[src/rtl/imem_read_arbiter.sv]
// Two-master read arbiter in front of the instruction memory: round-robin grant,
// one outstanding transaction, and a watchdog that answers the master with SLVERR.
module imem_read_arbiter #(
    parameter int AXI_AWIDTH = 4,
    parameter int AXI_DWIDTH = 32,
    parameter int TIMEOUT    = 16
) (
    input  logic                  AXI_ACLK,
    input  logic                  AXI_ARESET,
    input  logic [AXI_AWIDTH-1:0] M0_ARADDR,
    input  logic                  M0_ARVALID,
    output logic                  M0_ARREADY,
    output logic [AXI_DWIDTH-1:0] M0_RDATA,
    output logic [1:0]            M0_RRESP,
    output logic                  M0_RVALID,
    input  logic                  M0_RREADY,
    input  logic [AXI_AWIDTH-1:0] M1_ARADDR,
    input  logic                  M1_ARVALID,
    output logic                  M1_ARREADY,
    output logic [AXI_DWIDTH-1:0] M1_RDATA,
    output logic [1:0]            M1_RRESP,
    output logic                  M1_RVALID,
    input  logic                  M1_RREADY,
    output logic [AXI_AWIDTH-1:0] S_ARADDR,
    output logic                  S_ARVALID,
    input  logic                  S_ARREADY,
    input  logic [AXI_DWIDTH-1:0] S_RDATA,
    input  logic [1:0]            S_RRESP,
    input  logic                  S_RVALID,
    output logic                  S_RREADY
);
    typedef enum logic [1:0] {IDLE, ADDR, DATA, ERR} state_e;

    localparam logic [AXI_DWIDTH-1:0] ERR_DATA   = AXI_DWIDTH'(32'hDEADBEEF);
    localparam logic [7:0]            WDOG_LIMIT = 8'(TIMEOUT);

    state_e                state_q;
    logic                  gnt_q;
    logic                  last_q;
    logic [AXI_AWIDTH-1:0] addr_q;
    logic [7:0]            wdog_q;
    logic [1:0]            arready_q;

    logic                  busy;
    logic                  gnt_rready;
    logic                  s_hs;
    logic                  gnt_d;
    logic [7:0]            wdog_d;
    logic                  gnt_rvalid;
    logic [1:0]            gnt_rresp;
    logic [AXI_DWIDTH-1:0] gnt_rdata;

    assign busy       = (state_q == ADDR) || (state_q == DATA);
    assign gnt_rready = gnt_q ? M1_RREADY : M0_RREADY;
    assign s_hs       = S_RVALID & gnt_rready;
    assign wdog_d     = wdog_q + 8'd1;
    // On a tie the master that was not served last wins; otherwise the sole requester.
    assign gnt_d      = (M0_ARVALID & M1_ARVALID) ? ~last_q : M1_ARVALID;

    always_comb begin
        gnt_rvalid = 1'b0;
        gnt_rresp  = 2'b00;
        gnt_rdata  = '0;
        if (busy) begin
            gnt_rvalid = S_RVALID;
            gnt_rresp  = S_RRESP;
            gnt_rdata  = S_RDATA;
        end else if (state_q == ERR) begin
            gnt_rvalid = 1'b1;
            gnt_rresp  = 2'b10;
            gnt_rdata  = ERR_DATA;
        end
    end

    assign S_ARVALID  = (state_q == ADDR);
    assign S_ARADDR   = addr_q;
    assign S_RREADY   = busy & gnt_rready;

    assign M0_ARREADY = arready_q[0];
    assign M1_ARREADY = arready_q[1];
    assign M0_RVALID  = ~gnt_q & gnt_rvalid;
    assign M1_RVALID  =  gnt_q & gnt_rvalid;
    assign M0_RRESP   = gnt_q ? 2'b00 : gnt_rresp;
    assign M1_RRESP   = gnt_q ? gnt_rresp : 2'b00;
    assign M0_RDATA   = gnt_q ? '0 : gnt_rdata;
    assign M1_RDATA   = gnt_q ? gnt_rdata : '0;

    always_ff @(posedge AXI_ACLK) begin
        if (AXI_ARESET) begin
            state_q   <= IDLE;
            gnt_q     <= 1'b0;
            last_q    <= 1'b1;
            addr_q    <= '0;
            wdog_q    <= '0;
            arready_q <= 2'b00;
        end else begin
            arready_q <= 2'b00;
            case (state_q)
                IDLE: begin
                    if (M0_ARVALID | M1_ARVALID) begin
                        gnt_q     <= gnt_d;
                        addr_q    <= gnt_d ? M1_ARADDR : M0_ARADDR;
                        arready_q <= gnt_d ? 2'b10 : 2'b01;
                        wdog_q    <= '0;
                        state_q   <= ADDR;
                    end
                end
                ADDR, DATA: begin
                    // A response counts in ADDR only alongside the address handshake.
                    if (s_hs && (state_q == DATA || S_ARREADY)) begin
                        state_q <= IDLE;
                        last_q  <= gnt_q;
                    end else begin
                        wdog_q <= wdog_d;
                        if (wdog_d == WDOG_LIMIT)
                            state_q <= ERR;
                        else if (state_q == ADDR && S_ARREADY)
                            state_q <= DATA;
                    end
                end
                ERR: begin
                    if (gnt_rready) begin
                        state_q <= IDLE;
                        last_q  <= gnt_q;
                    end
                end
                default: state_q <= IDLE;
            endcase
        end
    end
endmodule

[config.mk]
export PLATFORM = sky130hd
export DESIGN_NAME = imem_read_arbiter
export DESIGN_NICKNAME = d
export VERILOG_FILES = /design/src/rtl/imem_read_arbiter.sv
export SDC_FILE = /design/constraint.sdc
export NUM_CORES = 1
export LEC_CHECK = 0
export ABC_CLOCK_PERIOD_IN_PS = 1900
export BUFFER_PORTS_ARGS = -buffer_cell sky130_fd_sc_hd__buf_2
export CELL_PAD_IN_SITES_DETAIL_PLACEMENT = 1
export CELL_PAD_IN_SITES_GLOBAL_PLACEMENT = 1
export CORE_MARGIN = 2
export CORE_UTILIZATION = 22
export CTS_CLUSTER_DIAMETER = 120
export DETAILED_ROUTE_END_ITERATION = 8
export PLACE_DENSITY = 0.82
export SYNTH_ARGS = -nofsm -noshare
export SYNTH_HDL_FRONTEND = slang
export SYNTH_SLANG_ARGS = --single-unit
[constraint.sdc]
create_clock -name AXI_ACLK -period 1.9 [get_ports AXI_ACLK]
set_input_delay 0.19 -clock AXI_ACLK [delete_from_list [all_inputs] [get_ports AXI_ACLK]]
set_output_delay 0.19 -clock AXI_ACLK [all_outputs]
set_load 0.01 [all_outputs]
==> out/metrics.csv, run 1 <==
metric;value;unit
status;complete, but fails checks;
violations;negative setup slack;
dpl-instance-area;2410;um^2
grt_max_degree;65;
initial_core_util;22.9;%
wl;7120;um
grt_pass1_vias;2189;
powerDensity;1480;nW/um^2
place_hpwl;5050;um
timing_hold_violations_final;0;
placed_cells;454;
root_buffer;clkbuf_8;
numCtsBuffers;3;
finalWorstSetupSlack;-0.0294;ns
clk_pin_slew_worst_paths;0.07;ns
end_kind;output pin;
tritoncts;yes;
max-clock-path-buffers;2;
maxSlewHeadroom;63.9;%
async_reset_ff_share;0;%
critPathKind;flop to output pin;
drc;0;
cts.sinks;18;
path_cells;inv_4 -> ha_4 -> nor2b_4 -> buf_12 -> a21oi_2 -> nor2b_1 -> buf_2;
synth_nets;286;
num_rows;30;
crit_slowest_cell;dfxtp_2;
dieArea;7790;um^2
ios;128;
grt_first_pass_wirelength;10200;um
max_slew.worst_pin.slew;0.542;ns
synthesis.area;1560;um^2
whs;0.156;ns
critPathArrivalTime;1.74;ns
clock_latency;0.26;ns
vdd_ir_drop_max;0.000522;V
final_nets;426;
synthCells;231;
die_h;88.3;um
drtIter0Drc;55;
cp_max_fo;13;
worst_ep_required_time;1.71;ns
vias;2253;
synth.top_cell.area_share;23.1;%
hp-class;input port to flop;
wl_per_cell;15.3;um
maxSlewViolCount;0;
antenna_cells;0;
grt_setup_unrepaired;true;
coreArea;6830;um^2
min_period;1.93;ns
grt_remaining_overflow;0;
yosysTopAreaCell;dfxtp_1;
ys_seq_area_share;23.1;%
synth_top_flop_cell;dfxtp_1;
critical-path-max-stage-delay;0.37;ns
leakagePower;1.46;nW
setup_viol_count_final;1;
synth_seq_cells;18;
synth.distinct_cells;36;
synth-edff-count;0;
drtAntennaViolNets;0;
avgSynthCellArea;6.77;um^2
viasPerCell;4.83;
drive_gt1_share;53.8;%
synthTopCellsByArea;dfxtp_1 23%, a21oi_1 12%, nor2b_1 12%, nor2_1 9.6%, and3_1 4.4%;
cap_violations;0;
cts_hold_buf;0;
antenna_found_initial;0;
finalWeightedCongestion;0.807;
ctsHtreeMaxLevel;1;
area_growth;73.7;%
cp-start-kind;flop;
gr-usage-all-layers;16.2;%
yosysWarnings;0;
period_share;102;%
nFillCells;905;
final_cells;466;
synthTopCellsByCount;40 x nor2_1, 38 x a21oi_1, 29 x nor2b_1;
io_buffers;127;
clock_skew;0.00432;ns
drt_first_pass_iters;4;
fmax;518;MHz
fin_area;2720;um^2
yosys.cell_count.top_type;nor2_1;
die_w;88.3;um
==> logic make-up after synthesis <==
group,after synthesis,share of synthesized area [%]
flops,18,23.1
simple gates,111,37.6
mux,3,2.00
buf+inv,26,6.24
fa+ha+maj,5,4.00
compound gates,68,27.1
==> routing by layer <==
layer	part of all wire, %	global-route usage [%]
met4	2.6	5.65
met2	53	31.3
met5	0	0
met1	39	18.3
met3	5.2	1.59
==> final timing paths <==
check | startpoint | slack (ns) | to | cells after the start
worst max-delay path | state_q[0] | -0.03 | M1_RDATA[26] | 7
worst max register to register | wdog_q[1] | 0.06 | state_q[0] | 5
worst min register to register | S_ARADDR[0] | 0.47 | S_ARADDR[0] | 2
worst min-delay path | M0_ARADDR[3] | 0.16 | S_ARADDR[3] | 3
==> critical path: cells and delay by family (launching register included) <==
family | cells | cell delay, ns
DFF | 1 | 0.37
adders and majority gates | 1 | 0.28
AOI/OAI and AO/OA | 1 | 0.05
buffers and inverters | 3 | 0.42
and+or+nand+nor | 2 | 0.36
==> placed cells by master (no fill, tap or decap), types with 2 or more instances in the layout <==
cell type  Yosys  layout
buf_2          0     125
nor2_1        40      38
nor2b_1       29      28
a21oi_2        1      24
buf_4          0      20
dfxtp_1       18      15
a21oi_1       38      14
and3_1        11      11
and2_1        10      10
nand2_1        8       8
inv_1          9       6
a21o_1         5       5
buf_6          0       5
nand3_1        4       4
o21ai_1        5       4
a222oi_1       4       4
ha_1           5       4
clkbuf_8       0       4
dfxtp_2        0       3
inv_2          0       2
mux2i_1        2       2
o21ai_0        2       2
o21bai_1       2       2
a2111o_1       2       2
a311oi_1       2       2
nand3b_1       2       2
==> per-stage QoR <==
stage	power, mW	utilization [%]	setup slack [ns]	setup TNS [ns]
floorplan	2.05	-	0.00478	0
global placement	3.06	35.2	0.0900	0
detailed placement	3.15	35.2	0.00905	0
CTS	3.90	39.4	-0.0409	-0.407
global route	4.33	39.7	-0.0851	-1.35
finish	4.02	39.7	-0.0294	-0.0294
==> what timing repair did <==
item	CTS	global route
buffers inserted	7	2
hold endpoints to repair	0	0
pin swaps	2	5
gates resized for setup	34	18
gates cloned	2	0
endpoints found under the setup margin	74	61
==> power by group <==
part	switching, mW	leakage, nW	internal [mW]	total [mW]
clock network	0.145	0.0288	0.185	0.330
logic	1.81	1.28	1.37	3.17
registers	0.0528	0.148	0.460	0.513
total	2.00	1.46	2.01	4.02
==> state kept, by name, indices dropped and copies added (netlist names) <==
name       flops
state_q        2
arready_q      2
gnt_q          1
last_q         1
S_ARADDR       4
wdog_q         8
==> final cells by class <==
type / count / area (um^2) / area share (%)
inverters: 9 / 36.3 / 1.34
clock buffers: 4 / 55.1 / 2.03
flip-flops and latches: 18 / 364 / 13.4
multi-input cells: 187 / 1270 / 46.9
well taps: 96 / 120 / 4.42
repair buffers: 152 / 867 / 31.9
Note: power is estimated with default switching activity, not from simulation.
==> run 2, diff against run 1 <==
==> config.mk (replaced) <==
export PLATFORM = sky130hd
export DESIGN_NAME = imem_read_arbiter
export DESIGN_NICKNAME = d
export VERILOG_FILES = /design/src/rtl/imem_read_arbiter.sv
export SDC_FILE = /design/constraint.sdc
export NUM_CORES = 1
export LEC_CHECK = 0
export ABC_CLOCK_PERIOD_IN_PS = 1930
export BUFFER_PORTS_ARGS = -buffer_cell sky130_fd_sc_hd__buf_2
export CELL_PAD_IN_SITES_DETAIL_PLACEMENT = 1
export CELL_PAD_IN_SITES_GLOBAL_PLACEMENT = 1
export CORE_MARGIN = 2
export CORE_UTILIZATION = 25
export CTS_CLUSTER_DIAMETER = 120
export DETAILED_ROUTE_END_ITERATION = 8
export PLACE_DENSITY = 0.87
export SYNTH_ARGS = -nofsm -noshare
export SYNTH_HDL_FRONTEND = slang
export SYNTH_SLANG_ARGS = --single-unit
==> constraint.sdc (replaced) <==
create_clock -name AXI_ACLK -period 1.93 [get_ports AXI_ACLK]
set_input_delay 0.193 -clock AXI_ACLK [delete_from_list [all_inputs] [get_ports AXI_ACLK]]
set_output_delay 0.193 -clock AXI_ACLK [all_outputs]
set_load 0.01 [all_outputs]
==> run 2 against run 1 <==
The run still ends with negative setup slack left. Register-to-register slack got worse by 0.06 ns. Largest power group unchanged. Largest cell class unchanged. Worst hold slack improved by 0.0035 ns. Sequential share of layout area increased by 0.087 points. Power increased by 2.9%. Non-clock buffer count decreased by 2. Critical path depth increased by 1. Combinational power increased by 4%. First-iteration DRC count increased by 5.5%. Global-route usage increased by 3.1 points. Highest routed layer unchanged.
==> out/metrics.csv, run 2 (synthesis results as in run 1) <==
metric;value;unit;change
r2r-start;state_q[0];;
reg2reg_to;state_q[0];;
tritoncts;yes;;
status;complete, but fails checks;;
critPathKind;flop to output pin;;
area_growth;72.6;%;
end_kind;output pin;;
largest-register;wdog_q;;
fin_tns_setup;-0.487;ns;-0.458 ns
max-clock-path-buffers;2;;unchanged
worst_ep_required_time;1.74;ns;+0.03 ns
die_h;83.1;um;-5.9%
final_util;45.0;%;+5.3 points
power;4.13;mW;+2.9%
clock_skew;0.00646;ns;+0.00214 ns
io_buffers;127;;unchanged
hold_start;M1_ARADDR[2];;
gr-usage-all-layers;19.3;%;+3.1 points
layout_commonest_cell;buf_2;;
grt_max_degree;65;;unchanged
grt_first_pass_wirelength;11200;um;+9.0%
whs;0.159;ns;+0.00349 ns
place_hpwl;4820;um;-4.7%
clk_pin_slew_worst_paths;0.07;ns;about the same
die_w;83.1;um;-5.9%
nFillCells;791;;-13%
root_buffer;clkbuf_8;;
final_cell_mix;127 x buf_2, 39 x nor2_1, 27 x nor2b_1, 24 x a21oi_1, 17 x buf_4;;
vdd_ir_drop_max;0.000770;V;+48%
drc;0;;unchanged
cts.sinks;18;;unchanged
dieArea;6900;um^2;-11%
min_period;1.97;ns;
period_share;102;%;
route.met2.wl;3750;um;-0.72%
ctsHtreeMaxLevel;1;;unchanged
reg2reg_depth;8;;+3
drive_gt1_share;50.8;%;-3.0 points
max_slew.worst_pin.slew;0.525;ns;-0.0167 ns
placed_cells;428;;-5.7%
num_rows;28;;-6.7%
cap_violations;0;;unchanged
leakagePower;1.48;nW;+1.4%
holdPathStages;3;;unchanged
hp-class;input port to flop;;
cp-start-kind;flop;;
fin_area;2700;um^2;-0.64%
fmax;507;MHz;
met1_length;2600;um;-6.8%
numCtsBuffers;3;;unchanged
min_to;S_ARADDR[2];;
grt_pass1_vias;2240;;+2.3%
coreArea;5990;um^2;-12%
top_layer_used;met4;;
pre_cts_slack;-0.111;ns;-0.120 ns
r2r_slack;0;ns;-0.06 ns
antenna_cells;0;;unchanged
critPathArrivalTime;1.78;ns;+0.04 ns
largest_reg_flops;8;;unchanged
timing_hold_violations_final;0;;unchanged
ios;128;;unchanged
viasPerCell;5.10;;+5.5%
finalWeightedCongestion;0.862;;+6.9%
final_cells;443;;-4.9%
antenna_found_initial;0;;unchanged
drtIter0Drc;58;;+5.5%
grt_setup_unrepaired;true;;
cp_max_fo;8;;-5
wl;6880;um;-3.3%
drt_first_pass_iters;5;;+1
grt_remaining_overflow;0;;unchanged
powerDensity;1530;nW/um^2;+3.5%
wl_met3;423;um;+14%
cts_hold_buf;0;;unchanged
maxSlewViolCount;0;;unchanged
final_nets;424;;-0.47%
maxSlewHeadroom;64.9;%;+1.1 points
dpl-instance-area;2330;um^2;-3.0%
clock_latency;0.27;ns;about the same
setup_viol_count_final;34;;+33
wl_per_cell;15.5;um;+1.7%
vias;2260;;+0.31%
initial_core_util;26.1;%;+3.2 points
drtAntennaViolNets;0;;unchanged
finalWorstSetupSlack;-0.0415;ns;-0.0121 ns
violations;negative setup slack;;
-- run 2: changes by cell type in the layout (fill, tap and decap cells not counted), sizes merged --
cell	before	now
clkbuf	4	5
buf	152	147
bufbuf	0	2
-- run 2: worst max-delay path, stage by stage (launching register included) --
cell       delay, ns
dfxtp_2         0.36
inv_4           0.05
ha_4            0.25
buf_12          0.13
nor2b_4         0.21
clkbuf_16       0.22
a21oi_2         0.05
nor2_1          0.10
buf_2           0.14
-- run 2: where the power goes --
group | switching, mW | total (mW) | internal [mW]
combinational | 1.80 | 3.31 | 1.51
clock | 0.138 | 0.320 | 0.182
sequential | 0.0462 | 0.500 | 0.453
-- run 2: worst max-delay path by stage --
stage               start           end  depth (start not counted)  slack [ns]
3_5_place_dp   state_q[0]    state_q[0]                          7       -0.11
3_3_place_gp   state_q[0]     wdog_q[3]                          8       -0.02
4_1_cts        state_q[1]   M1_RDATA[5]                          8       -0.04
5_1_grt        state_q[0]  M1_RDATA[26]                          8       -0.12
2_1_floorplan  state_q[0]     wdog_q[3]                          8       0.001
6_report       state_q[0]  M0_RDATA[30]                          8       -0.04
-- run 2: routing by layer --
layer	vias up	track usage, %
met5	-	0
met4	0	5.66
met3	9	2.58
met2	97	37.0
met1	1078	21.8
li1	1076	-
-- run 2: repair_timing --
action                     CTS  global route
gates resized for setup     26            16
setup buffers                6             1
cloned                       4             0
hold endpoints to repair     0             0
setup endpoints to repair   68            66
pin swaps                    2             2
-- run 2: cell type report --
type                    instances  area (um^2)  area share [%]
repair buffers                150          900            33.3
clock buffers                   4         55.1            2.04
well taps                      75         93.8            3.48
flip-flops and latches         18          364            13.5
multi-input cells             187         1250            46.3
inverters                       9         36.3            1.35
